[src/rtl/mem_arbiter_pkg.sv]
// Shared types for the IF/D memory arbiter: FSM states, request sources and
// arbitration-mode constants.
package mem_arb_pkg;

  typedef enum logic [1:0] {
    StIdle   = 2'd0,
    StWaitIf = 2'd1,
    StWaitD  = 2'd2
  } state_e;

  typedef enum logic {
    SrcIf = 1'b0,
    SrcD  = 1'b1
  } src_e;

  localparam int unsigned PrioRr = 0;
  localparam int unsigned PrioD  = 1;

  // Bit positions of each requester in the req/gnt vectors.
  localparam int unsigned GntIf = 0;
  localparam int unsigned GntD  = 1;

endpackage

[src/rtl/mem_arbiter_if.sv]
// Bundle of the IF and D requester handshakes plus the memory-side bus.
// The arbiter uses the slave view; whoever models the requesters and the memory uses master.
interface mem_arbiter_if #(
  parameter int unsigned ADDR_W = 32,
  parameter int unsigned DATA_W = 32
);
  logic              if_req;
  logic [ADDR_W-1:0] if_addr;
  logic              if_gnt;
  logic              if_rvalid;
  logic [DATA_W-1:0] if_rdata;

  logic              d_req;
  logic              d_we;
  logic [ADDR_W-1:0] d_addr;
  logic [DATA_W-1:0] d_wdata;
  logic              d_gnt;
  logic              d_rvalid;
  logic [DATA_W-1:0] d_rdata;

  logic              mem_wen;
  logic [ADDR_W-1:0] mem_addr;
  logic [DATA_W-1:0] mem_wdata;
  logic [DATA_W-1:0] mem_rdata;

  modport slave (
    input  if_req, if_addr, d_req, d_we, d_addr, d_wdata, mem_rdata,
    output if_gnt, if_rvalid, if_rdata, d_gnt, d_rvalid, d_rdata,
    output mem_wen, mem_addr, mem_wdata
  );

  modport master (
    output if_req, if_addr, d_req, d_we, d_addr, d_wdata, mem_rdata,
    input  if_gnt, if_rvalid, if_rdata, d_gnt, d_rvalid, d_rdata,
    input  mem_wen, mem_addr, mem_wdata
  );
endinterface

[src/rtl/mem_arbiter_rr_arb2.sv]
// Combinational two-way arbiter (IF vs D): round-robin on a tie, or D-always-wins
// when D_PRIO selects fixed priority.
module rr_arb2
  import mem_arb_pkg::*;
#(
  parameter int unsigned D_PRIO = PrioRr
) (
  input  logic [1:0] req_i,
  input  src_e       last_i,
  output logic [1:0] gnt_o
);

  always_comb begin
    gnt_o = 2'b00;
    unique case (req_i)
      2'b01: gnt_o = 2'b01;
      2'b10: gnt_o = 2'b10;
      2'b11: begin
        // On a tie, D wins under fixed priority or when IF was served last.
        if (D_PRIO == PrioD || last_i == SrcIf) gnt_o = 2'b10;
        else                                    gnt_o = 2'b01;
      end
      default: gnt_o = 2'b00;
    endcase
  end

endmodule

[src/rtl/mem_arbiter.sv]
// Shares one single-port memory between instruction fetch and data access.
// Grants are combinational in idle; reads block further grants until the data returns.
module mem_arbiter
  import mem_arb_pkg::*;
#(
  parameter int unsigned ADDR_W  = 32,
  parameter int unsigned DATA_W  = 32,
  parameter int unsigned MEM_LAT = 1,
  parameter int unsigned D_PRIO  = PrioRr
) (
  input  logic         clk_i,
  input  logic         res_ni,
  mem_arbiter_if.slave bus
);

  localparam int unsigned CntW = $clog2(MEM_LAT + 1);

  state_e            state_q, state_d;
  src_e              last_q, last_d;
  logic [CntW-1:0]   lat_cnt_q, lat_cnt_d;
  logic              if_rvalid_q, if_rvalid_d;
  logic              d_rvalid_q, d_rvalid_d;
  logic [DATA_W-1:0] if_rdata_q, if_rdata_d;
  logic [DATA_W-1:0] d_rdata_q, d_rdata_d;

  logic [1:0]        req, gnt_raw, gnt;
  logic              mem_wen;
  logic [ADDR_W-1:0] mem_addr;
  logic [DATA_W-1:0] mem_wdata;

  assign req[GntIf] = bus.if_req;
  assign req[GntD]  = bus.d_req;

  rr_arb2 #(
    .D_PRIO (D_PRIO)
  ) u_rr_arb2 (
    .req_i  (req),
    .last_i (last_q),
    .gnt_o  (gnt_raw)
  );

  // Gating with res_ni keeps every output low while reset is held.
  assign gnt = (state_q == StIdle && res_ni) ? gnt_raw : 2'b00;

  always_comb begin
    mem_wen   = 1'b0;
    mem_addr  = '0;
    mem_wdata = '0;
    if (gnt[GntD]) begin
      mem_wen   = bus.d_we;
      mem_addr  = bus.d_addr;
      mem_wdata = bus.d_wdata;
    end else if (gnt[GntIf]) begin
      mem_addr  = bus.if_addr;
    end
  end

  always_comb begin
    state_d     = state_q;
    last_d      = last_q;
    lat_cnt_d   = lat_cnt_q;
    if_rvalid_d = 1'b0;
    d_rvalid_d  = 1'b0;
    if_rdata_d  = if_rdata_q;
    d_rdata_d   = d_rdata_q;
    unique case (state_q)
      StIdle: begin
        if (gnt[GntD]) begin
          last_d = SrcD;
          // Writes complete in the grant cycle, so only reads leave idle.
          if (!bus.d_we) begin
            state_d   = StWaitD;
            lat_cnt_d = CntW'(MEM_LAT);
          end
        end else if (gnt[GntIf]) begin
          last_d    = SrcIf;
          state_d   = StWaitIf;
          lat_cnt_d = CntW'(MEM_LAT);
        end
      end
      StWaitIf, StWaitD: begin
        lat_cnt_d = lat_cnt_q - 1'b1;
        if (lat_cnt_q == CntW'(1)) begin
          state_d = StIdle;
          if (state_q == StWaitIf) begin
            if_rvalid_d = 1'b1;
            if_rdata_d  = bus.mem_rdata;
          end else begin
            d_rvalid_d = 1'b1;
            d_rdata_d  = bus.mem_rdata;
          end
        end
      end
      default: state_d = StIdle;
    endcase
  end

  always_ff @(posedge clk_i or negedge res_ni) begin
    if (!res_ni) begin
      state_q     <= StIdle;
      last_q      <= SrcIf;
      lat_cnt_q   <= '0;
      if_rvalid_q <= 1'b0;
      d_rvalid_q  <= 1'b0;
      if_rdata_q  <= '0;
      d_rdata_q   <= '0;
    end else begin
      state_q     <= state_d;
      last_q      <= last_d;
      lat_cnt_q   <= lat_cnt_d;
      if_rvalid_q <= if_rvalid_d;
      d_rvalid_q  <= d_rvalid_d;
      if_rdata_q  <= if_rdata_d;
      d_rdata_q   <= d_rdata_d;
    end
  end

  assign bus.if_gnt    = gnt[GntIf];
  assign bus.d_gnt     = gnt[GntD];
  assign bus.if_rvalid = if_rvalid_q;
  assign bus.d_rvalid  = d_rvalid_q;
  assign bus.if_rdata  = if_rdata_q;
  assign bus.d_rdata   = d_rdata_q;
  assign bus.mem_wen   = mem_wen;
  assign bus.mem_addr  = mem_addr;
  assign bus.mem_wdata = mem_wdata;

endmodule

[src/flat_wrapper.sv]
// flat-port wrapper written by rule: the top's interface ports become plain ports
module mem_arbiter_flat import mem_arb_pkg::*;
#(
  parameter int unsigned ADDR_W  = 32,
  parameter int unsigned DATA_W  = 32,
  parameter int unsigned MEM_LAT = 1,
  parameter int unsigned D_PRIO  = PrioRr
)
  (clk_i, res_ni, bus_if_req, bus_if_addr, bus_d_req, bus_d_we, bus_d_addr, bus_d_wdata, bus_mem_rdata, bus_if_gnt, bus_if_rvalid, bus_if_rdata, bus_d_gnt, bus_d_rvalid, bus_d_rdata, bus_mem_wen, bus_mem_addr, bus_mem_wdata);
  mem_arbiter_if #(.ADDR_W(ADDR_W), .DATA_W(DATA_W)) bus_i ();
  input  logic clk_i;
  input  logic res_ni;
  input wire logic [$bits(bus_i.if_req)-1:0] bus_if_req;
  input wire logic [$bits(bus_i.if_addr)-1:0] bus_if_addr;
  input wire logic [$bits(bus_i.d_req)-1:0] bus_d_req;
  input wire logic [$bits(bus_i.d_we)-1:0] bus_d_we;
  input wire logic [$bits(bus_i.d_addr)-1:0] bus_d_addr;
  input wire logic [$bits(bus_i.d_wdata)-1:0] bus_d_wdata;
  input wire logic [$bits(bus_i.mem_rdata)-1:0] bus_mem_rdata;
  output wire logic [$bits(bus_i.if_gnt)-1:0] bus_if_gnt;
  output wire logic [$bits(bus_i.if_rvalid)-1:0] bus_if_rvalid;
  output wire logic [$bits(bus_i.if_rdata)-1:0] bus_if_rdata;
  output wire logic [$bits(bus_i.d_gnt)-1:0] bus_d_gnt;
  output wire logic [$bits(bus_i.d_rvalid)-1:0] bus_d_rvalid;
  output wire logic [$bits(bus_i.d_rdata)-1:0] bus_d_rdata;
  output wire logic [$bits(bus_i.mem_wen)-1:0] bus_mem_wen;
  output wire logic [$bits(bus_i.mem_addr)-1:0] bus_mem_addr;
  output wire logic [$bits(bus_i.mem_wdata)-1:0] bus_mem_wdata;
  assign bus_i.if_req = bus_if_req;
  assign bus_i.if_addr = bus_if_addr;
  assign bus_i.d_req = bus_d_req;
  assign bus_i.d_we = bus_d_we;
  assign bus_i.d_addr = bus_d_addr;
  assign bus_i.d_wdata = bus_d_wdata;
  assign bus_i.mem_rdata = bus_mem_rdata;
  assign bus_if_gnt = bus_i.if_gnt;
  assign bus_if_rvalid = bus_i.if_rvalid;
  assign bus_if_rdata = bus_i.if_rdata;
  assign bus_d_gnt = bus_i.d_gnt;
  assign bus_d_rvalid = bus_i.d_rvalid;
  assign bus_d_rdata = bus_i.d_rdata;
  assign bus_mem_wen = bus_i.mem_wen;
  assign bus_mem_addr = bus_i.mem_addr;
  assign bus_mem_wdata = bus_i.mem_wdata;
  mem_arbiter #(.ADDR_W(ADDR_W), .DATA_W(DATA_W), .MEM_LAT(MEM_LAT), .D_PRIO(D_PRIO)) u_core (.clk_i(clk_i), .res_ni(res_ni), .bus(bus_i));
endmodule
[config.mk]
export PLATFORM = sky130hd
export DESIGN_NAME = mem_arbiter_flat
export DESIGN_NICKNAME = d
export VERILOG_FILES = /design/src/rtl/mem_arbiter_pkg.sv /design/src/rtl/mem_arbiter_if.sv /design/src/rtl/mem_arbiter_rr_arb2.sv /design/src/rtl/mem_arbiter.sv /design/src/flat_wrapper.sv
export SDC_FILE = /design/constraint.sdc
export NUM_CORES = 1
export LEC_CHECK = 0
export ABC_CLOCK_PERIOD_IN_PS = 1900
export BUFFER_PORTS_ARGS = -buffer_cell sky130_fd_sc_hd__buf_2
export CAP_MARGIN = 10
export CORE_ASPECT_RATIO = 1.2
export CORE_MARGIN = 10
export CORE_UTILIZATION = 39
export CTS_CLUSTER_DIAMETER = 200
export DETAILED_ROUTE_END_ITERATION = 7
export PLACE_DENSITY_LB_ADDON = 0.05
export REMOVE_ABC_BUFFERS = 1
export SKIP_LAST_GASP = 1
export SYNTH_ARGS = -nofsm -noshare
export SYNTH_HDL_FRONTEND = slang
export SYNTH_SLANG_ARGS = --single-unit
[constraint.sdc]
create_clock -name clk_i -period 1.9 [get_ports clk_i]
set_input_delay 0.19 -clock clk_i [delete_from_list [all_inputs] [get_ports clk_i]]
set_output_delay 0.19 -clock clk_i [all_outputs]
set_load 0.02 [all_outputs]
## Word-level counts from Yosys, hierarchy flattened

Cells that the tools add are included.

| storage, ports and cells | value |
|---|---|
| flip-flop bits (word level) | 70 |
| bits of input ports | 133 |
| output and inout port bits | 133 |
| logic and storage cells | 51 |

| cells by class | value |
|---|---|
| add/subtract/negate cells | 1 |
| equality and inequality tests | 8 |
| mux-type cells | 24 |
| bitwise operators | 1 |
| reduce and logical (&&, ||, !) cells | 10 |

Operators with widths:

| cell | count |
|---|---|
| 32-bit 2-to-1 mux | 3 |
| 1-bit 2-to-1 mux | 12 |
| 2-bit 2-to-1 mux | 6 |
| 3-bit AND reduction | 4 |
| 2-bit == test, second input constant | 3 |
| 2-bit one-hot mux with 3 select lines | 1 |
| 2-bit by 1-bit == test with 1-bit output, second input constant | 2 |
| 2-bit one-hot mux with 2 select lines | 1 |
| 2-bit nonzero test | 2 |
| 3-bit by 1-bit != test with 1-bit output, second input constant | 1 |
| 3-bit != test, second input constant | 1 |
| 2-bit logical NOT | 1 |
| 2-bit by 1-bit != test with 1-bit output, second input constant | 1 |
| 1-bit one-hot mux with 2 select lines | 1 |
| 2-bit AND reduction | 1 |
| 2-bit OR reduction | 1 |
| 1-bit logical AND | 1 |
| 1-bit inverter | 1 |
| 1-bit subtractor, second input constant | 1 |

## Depth between registers and ports, before layout

Gate-level depths: netlist of run 1.

| depth | value |
|---|---|
| word-level depth | 6 |
| mapped depth | 8 |
| gate-level depth less buffers | 6 |

## Cells and area by module

From an unflattened synthesis of run 1, not the netlist that was laid out.

| unflattened totals | value |
|---|---|
| cell total of the unflattened synthesis | 251 |
| area total of the unflattened synthesis | 3,285.7 sq um |

Modules (own cells, without submodules):

| module | instances | cells an instance | area each (sq um) | seq. area each (sq um) |
|---|---|---|---|---|
| mem_arbiter | 1 | 248 | 3,266.9 | 1,751.7 |
| rr_arb2 | 1 | 3 | 18.8 | 0.0 |

## Worst setup path after synthesis of run 1

Ideal clock, no wire load.

| path | value |
|---|---|
| path kind | reg-to-output |
| from | register u_core.state_q[0] |
| to | output port bus_mem_wdata[24] |
| data arrival time | 1.610 ns |
| required time | 1.710 ns |
| slack | 0.100 ns |
| stages on the path, launching flop included | 8 |
| buffers on the path | 2 |
| path through | dfrtp_1 inv_1 ha_1 nand3_2 a21oi_4 buf_4 buf_4 and2_1 |

| on the way | value |
|---|---|
| longest elaborated chain between the ends | 4 |

RTL lines:

| element | RTL line | source |
|---|---|---|
| from (decl) | mem_arbiter.sv:18 | `state_e state_q, state_d;` |
| from (signal assigned) | mem_arbiter.sv:100 | `state_q <= StIdle;` |
| from (signal assigned) | mem_arbiter.sv:108 | `state_q <= state_d;` |
| 2-bit logical NOT | mem_arbiter.sv:43 | `assign gnt = (state_q == StIdle && res_ni) ? gnt_raw : 2'b00;` |
| 1-bit logical AND | mem_arbiter.sv:43 |  |
| 2-bit 2-to-1 mux | mem_arbiter.sv:43 |  |
| named net bus_d_gnt | flat_wrapper.sv:23 | `output wire logic [$bits(bus_i.d_gnt)-1:0] bus_d_gnt;` |
| 32-bit 2-to-1 mux | mem_arbiter.sv:49 | `if (gnt[GntD]) begin` |
| to (decl) | flat_wrapper.sv:28 | `output wire logic [$bits(bus_i.mem_wdata)-1:0] bus_mem_wdata;` |

The timed path passes the listed nets, and every way through them passes these cells.

## Final worst setup path of run 1

| path | value |
|---|---|
| from | register u_core.state_q[0] |
| to | output port bus_mem_addr[15] |

| on the way | value |
|---|---|
| longest elaborated chain between the ends | 5 |

RTL lines:

| element | RTL line | source |
|---|---|---|
| 2-bit logical NOT (*) | mem_arbiter.sv:43 |  |
| 1-bit logical AND (*) | mem_arbiter.sv:43 |  |
| 2-bit 2-to-1 mux (*) | mem_arbiter.sv:43 |  |
| 32-bit 2-to-1 mux | mem_arbiter.sv:53 | `end else if (gnt[GntIf]) begin` |
| 32-bit 2-to-1 mux (*) | mem_arbiter.sv:49 |  |
| to (decl) | flat_wrapper.sv:27 | `output wire logic [$bits(bus_i.mem_addr)-1:0] bus_mem_addr;` |

Mark *: on every way between the ends. The rest lies on a longest branch, timed or not.

==> results.toml, run 1 <==
[final_layout]
fillCellCount = 625
final_nets = 679
final_cell_mix = "buf_2, dfrtp_1, mux2_2, buf_6, buf_4"
drive_above_1_share_pct = 72.89
area_growth_pct = 76.53
final_common_cell = "buf_2"

[clock_tree]
clock_latency_ns = 0.34
clk_pin_slew_ns = 0.07
cts-buffers-inserted = 9
clock-root-buffer = "clkbuf_8"
cts_buffer_depth = 2
cts_tree = "yes"
htreeDepth = 3
cts.sinks = 70

[grt]
grt_pass1_vias = 3579
grt_max_degree = 60
grt_pass1_wl_um = 21180
overflow = 0
antenna_found_initial = 3
gr-usage-all-layers_pct = 21.88

[setup_path]
cp-start-kind = "flip-flop"
r2r_end = "u_core.state_q[0]"
startpoint = "u_core.state_q[0]"
cp-end-kind = "output pin"
r2r_start = "u_core.state_q[0]"
cp.required_ns = 1.71
r2r_cells = 11
cp.arrival_ns = 1.89
reg2reg_slack_ns = 0.08
cp-endpoint = "bus_mem_addr[15]"
timing_worst_setup_path_type = "flip-flop to output pin"
cp_max_fo = 7

[yosys]
synth_area_sq_mm = 0.003263
yosys_register_bits = 70
avgSynthCellArea_sq_um = 13.26
yosysWarnings = 0
ys_seq_area_share_pct = 53.68
ys_types = 23
synthCells = 246

[floorplanning]
dieArea_sq_mm = 0.01244
die_h_um = 120.2
die_w_um = 103.5
core_area_sq_mm = 0.008153
io_pins = 266
row_count = 36
start_util_pct = 40.02

[hold_path]
hold_class = "primary input to flip-flop"

[power_and_ir_drop]
power_density_mw_per_mm2 = 1483
ir_worst_vdd_uv = 532.6
p_leak_nw = 2.939
finalPower_mw = 8.542

[status]
violations = "negative setup slack"
status = "finished with violations"

[timing]
max-slew-margin-rel_pct = 51.68
finalHoldViolations = 0
setup_viol = 66
period_minus_slack_ns = 2.085
rsz0062_at_grt = "true"
skew_ns = 0.005147
setup_slack_ns = -0.1850
worst_slew_pin_slew_ns = 0.7248
max_freq_mhz = 479.6
post-route-period-util_pct = 109.7
fin_setup_tns_ns = -9.734
maxSlewViolCount = 0

[placement]
gp_congestion = 0.8763
dp_hpwl_um = 10910
portBuffers = 265

[routing]
drc_errors = 0
vias_per_cell = 4.937
totalWireLength_um = 14680
initialDrtViolationCount = 126
drtPass1Iterations = 4
num_vias = 3268
wl_per_cell_um = 22.17
ant_nets = 0

[run]
cap_violations = 0
==> synthesized netlist by cell type <==
cell type	number	share of area (%)
clkbuf_1	2	0.23
a22o_1	32	8.6
a221oi_1	1	0.27
mux2_2	65	22
dfrtp_1	70	54
and4_1	1	0.27
nor2_1	1	0.11
inv_1	4	0.46
a21oi_4	1	0.50
and2_1	33	6.3
a22oi_1	1	0.23
nand3_2	1	0.31
nand3_1	1	0.15
o21ai_0	3	0.46
nand2_1	4	0.46
buf_2	12	1.8
and3_1	1	0.19
a21oi_2	1	0.27
a21oi_1	3	0.46
ha_1	5	1.9
o22ai_1	1	0.19
nor2b_1	1	0.19
buf_4	2	0.46
==> how the worst min path moves through the flow <==
stage	endpoint	cells after the start	start
2_1_floorplan	u_core.bus.d_rdata[0]	0	res_ni
3_3_place_gp	u_core.bus.d_rvalid	1	res_ni
3_5_place_dp	u_core.bus.d_rvalid	1	res_ni
4_1_cts	u_core.bus.d_rdata[17]	2	bus_mem_rdata[17]
5_1_grt	u_core.bus.d_rdata[2]	2	bus_mem_rdata[2]
6_report	u_core.bus.if_rdata[1]	2	bus_mem_rdata[1]
==> cells by family (layout without fill, tap and decap cells) <==
family          count (synthesis)  in the layout  share of synthesized area (%)
flops                          70             70                          53.68
mux                            65             65                          22.43
compound gates                 43             43                          10.97
simple gates                   43             43                          8.014
buf+inv                        20            320                          2.991
fa+ha+maj                       5              5                          1.917
other cells                     0              2                              0
==> power breakdown <==
| part | switching [mW] | internal, mW |
|---|---|---|
| combinational | 2.58 | 2.25 |
| sequential | 0.356 | 2.25 |
| clock | 0.530 | 0.577 |
==> per-layer routing <==
metal,vias up,share of wire [%],global-route usage (%)
met5,-,0.048,0
met4,2,2.3,7.951
met3,22,10,9.830
met2,191,52,39.17
met1,1573,35,22.00
li1,1480,-,-
==> critical path: stages, from the launching register on <==
cell and delay [ns]:
dfrtp_1 0.40, inv_2 0.08, ha_4 0.17, nand3_4 0.09, a21oi_4 0.20, buf_8 0.18
clkbuf_16 0.16, a22o_1 0.15, buf_6 0.12
==> registers in the layout, indices dropped and copies added, names as in the netlist <==
signal	count
u_core.bus.d_rdata	32
u_core.bus.d_rvalid	1
u_core.bus.if_rdata	32
u_core.bus.if_rvalid	1
u_core.last_q	1
u_core.lat_cnt_q	1
u_core.state_q	2
==> final cells by class <==
type / count / area, sq um / area share, %
Timing Repair Buffer: 300 / 2171 / 37.68
Sequential cell: 70 / 1752 / 30.41
Multi-Input combinational cell: 156 / 1489 / 25.85
Clock buffer: 13 / 168.9 / 2.932
Tap cell: 114 / 142.6 / 2.476
Clock inverter: 3 / 17.52 / 0.3041
Inverter: 4 / 15.01 / 0.2606
Antenna cell: 2 / 5.005 / 0.08688
==> through the flow <==
stage | instances | area (sq um) | util (%) | setup slack [ns] | hold WS, ns
finish | 662 | 5761 | 70.66 | -0.1850 | 0.08616
global route | 661 | 5758 | 70.63 | -0.2568 | 0.07178
CTS | 653 | 5484 | 67.27 | -0.1335 | 0.07256
detailed placement | 621 | 4777 | 58.59 | -0.01550 | 0.05052
global placement | 621 | 4777 | 58.59 | 0.05635 | 0.05359
floorplan | 230 | 3181 | - | -0.4504 | -0.1056
==> repair_timing <==
action,CTS,global route
pin swaps,6,28
gates cloned,3,5
setup buffers,12,3
hold endpoints to repair,11,0
endpoints found under the setup margin,67,67
hold buffers,1,0
resized for setup,110,40
Note: power is estimated with default switching activity, not from simulation.
==> run 2: changes to the inputs <==
--- a/config.mk
+++ b/config.mk
@@ -13,6 +13,7 @@
 export CORE_UTILIZATION = 39
 export CTS_CLUSTER_DIAMETER = 200
 export DETAILED_ROUTE_END_ITERATION = 7
+export GPL_TIMING_DRIVEN = 0
 export PLACE_DENSITY_LB_ADDON = 0.05
 export REMOVE_ABC_BUFFERS = 1
 export SKIP_LAST_GASP = 1
==> results.toml, run 2 (synthesis results as in run 1) <==
[clock_tree]
cts.sinks = 70
htreeDepth = 3
clk_pin_slew_ns = 0.06
cts_buffer_depth = 2
cts-buffers-inserted = 9
clock-root-buffer = "clkbuf_8"
cts_tree = "yes"
clock_latency_ns = 0.34

[setup_path]
r2r_cells = 7
cp-start-kind = "flip-flop"
cp-endpoint = "bus_mem_addr[31]"
crit_chain = "inv_2 > ha_4 > nand3_4 > a21oi_4 > buf_6 > clkbuf_16 > a22o_1 > buf_4"
reg2reg_slack_ns = 0.10
timing_worst_setup_path_type = "flip-flop to output pin"
critPathMaxStageDelay_ns = 0.41
path_buf_inv = 4
cp_max_fo = 6
cp.arrival_ns = 1.90
cp.required_ns = 1.71
cpLargestDelayFamily = "buffers and inverters"
cp-end-kind = "output pin"
r2r_end = "u_core.lat_cnt_q"
r2r_start = "u_core.state_q[1]"
cp.depth = 8
cp_slowest_cell = "dfrtp_1"
startpoint = "u_core.state_q[1]"

[routing]
drc_errors = 0
wl_per_cell_um = 21.04
num_vias = 3153
ant_nets = 0
drtPass1Iterations = 4
initialDrtViolationCount = 137
vias_per_cell = 4.836
totalWireLength_um = 13720

[timing]
setup_viol = 66
period_minus_slack_ns = 2.094
post-route-period-util_pct = 110.2
finalHoldViolations = 70
setup_slack_ns = -0.1941
max_freq_mhz = 477.5
skew_ns = 0.008022
max-slew-margin-rel_pct = 56.41
rsz0062_at_grt = "true"
worst_slew_pin_slew_ns = 0.6539
whs_ns = -0.1326
maxSlewViolCount = 0

[grt]
antenna_found_initial = 2
overflow = 0
gr-usage-all-layers_pct = 20.42
grt_max_degree = 75
grt_pass1_vias = 3398
grt_pass1_wl_um = 19890

[floorplanning]
die_h_um = 120.2
row_count = 36
start_util_pct = 40.02
dieArea_sq_mm = 0.01244
die_w_um = 103.5
io_pins = 266
core_area_sq_mm = 0.008153

[power_and_ir_drop]
finalPower_mw = 8.230
power_density_mw_per_mm2 = 1500
ir_worst_vdd_uv = 508.9
p_leak_nw = 2.833

[final_layout]
final_cell_mix = "buf_2, dfrtp_1, mux2_2, buf_4, buf_6"
area_growth_pct = 68.17
final_common_cell = "buf_2"
final_nets = 671
drive_above_1_share_pct = 72.20
fin_area_sq_mm = 0.005488

[placement]
dp_hpwl_um = 10460
portBuffers = 265
gp_congestion = 0.8465
placed_area_sq_mm = 0.004692

[status]
violations = "negative hold slack, negative setup slack"
status = "finished with violations"

[hold_path]
hold_class = "primary input to async pin"

[run]
cap_violations = 0
==> run 2: worst min path at each step <==
stage,start,slack (ns),to,cells past startpoint
6_report,res_ni,-0.13,u_core.bus.d_rdata[23],1
5_1_grt,res_ni,-0.10,u_core.bus.d_rdata[23],1
4_1_cts,res_ni,-0.12,u_core.bus.if_rdata[31],1
3_5_place_dp,res_ni,0.38,u_core.bus.if_rdata[23],1
3_3_place_gp,bus_mem_rdata[21],0.44,u_core.bus.if_rdata[21],2
2_1_floorplan,res_ni,-0.11,u_core.bus.d_rdata[0],0
==> run 2: through the flow <==
step           cells  utilization (%)  TNS (ns)  setup WS [ns]
2_1_floorplan    230                -    -23.52        -0.4504
3_3_place_gp     609            57.03   -136.47         -1.653
3_5_place_dp     611            57.55    -37.31        -0.6464
4_1_cts          641            64.29    -8.607        -0.1696
5_1_grt          652            67.31    -14.74        -0.2764
6_report         652            67.31    -8.713        -0.1941
==> run 2: area by class of cell <==
type / instances / area [sq um]
Fill cell: 665 / 2665
Timing Repair Buffer: 290 / 1902
Multi-Input combinational cell: 158 / 1515
Clock inverter: 1 / 7.507
Sequential cell: 70 / 1752
Antenna cell: 2 / 5.005
Inverter: 4 / 15.01
Tap cell: 114 / 142.6
Clock buffer: 13 / 148.9
==> run 2: metal layers <==
| metal | global-route usage, % | vias up | routed length, um | share of wire [%] |
|---|---|---|---|---|
| met2 | 33.93 | 176 | 6758 | 49 |
| met5 | 0 | - | 0 | 0 |
| met4 | 9.982 | 0 | 453 | 3.3 |
| met3 | 8.820 | 23 | 1436 | 10 |
| li1 | - | 1467 | - | - |
| met1 | 21.95 | 1487 | 5067 | 37 |
==> run 2: where the power goes <==
group	total [mW]	switching (mW)	internal, mW
registers	2.61	0.366	2.25
logic	4.61	2.53	2.08
clock network	1.01	0.511	0.497
total	8.23	3.41	4.82
==> run 2: repair_timing <==
action,in CTS,in global routing
buffers inserted,13,4
pin swaps,2,19
gates cloned,3,6
resized for setup,83,33
setup endpoints to repair,102,100
endpoints found under the hold margin,70,70
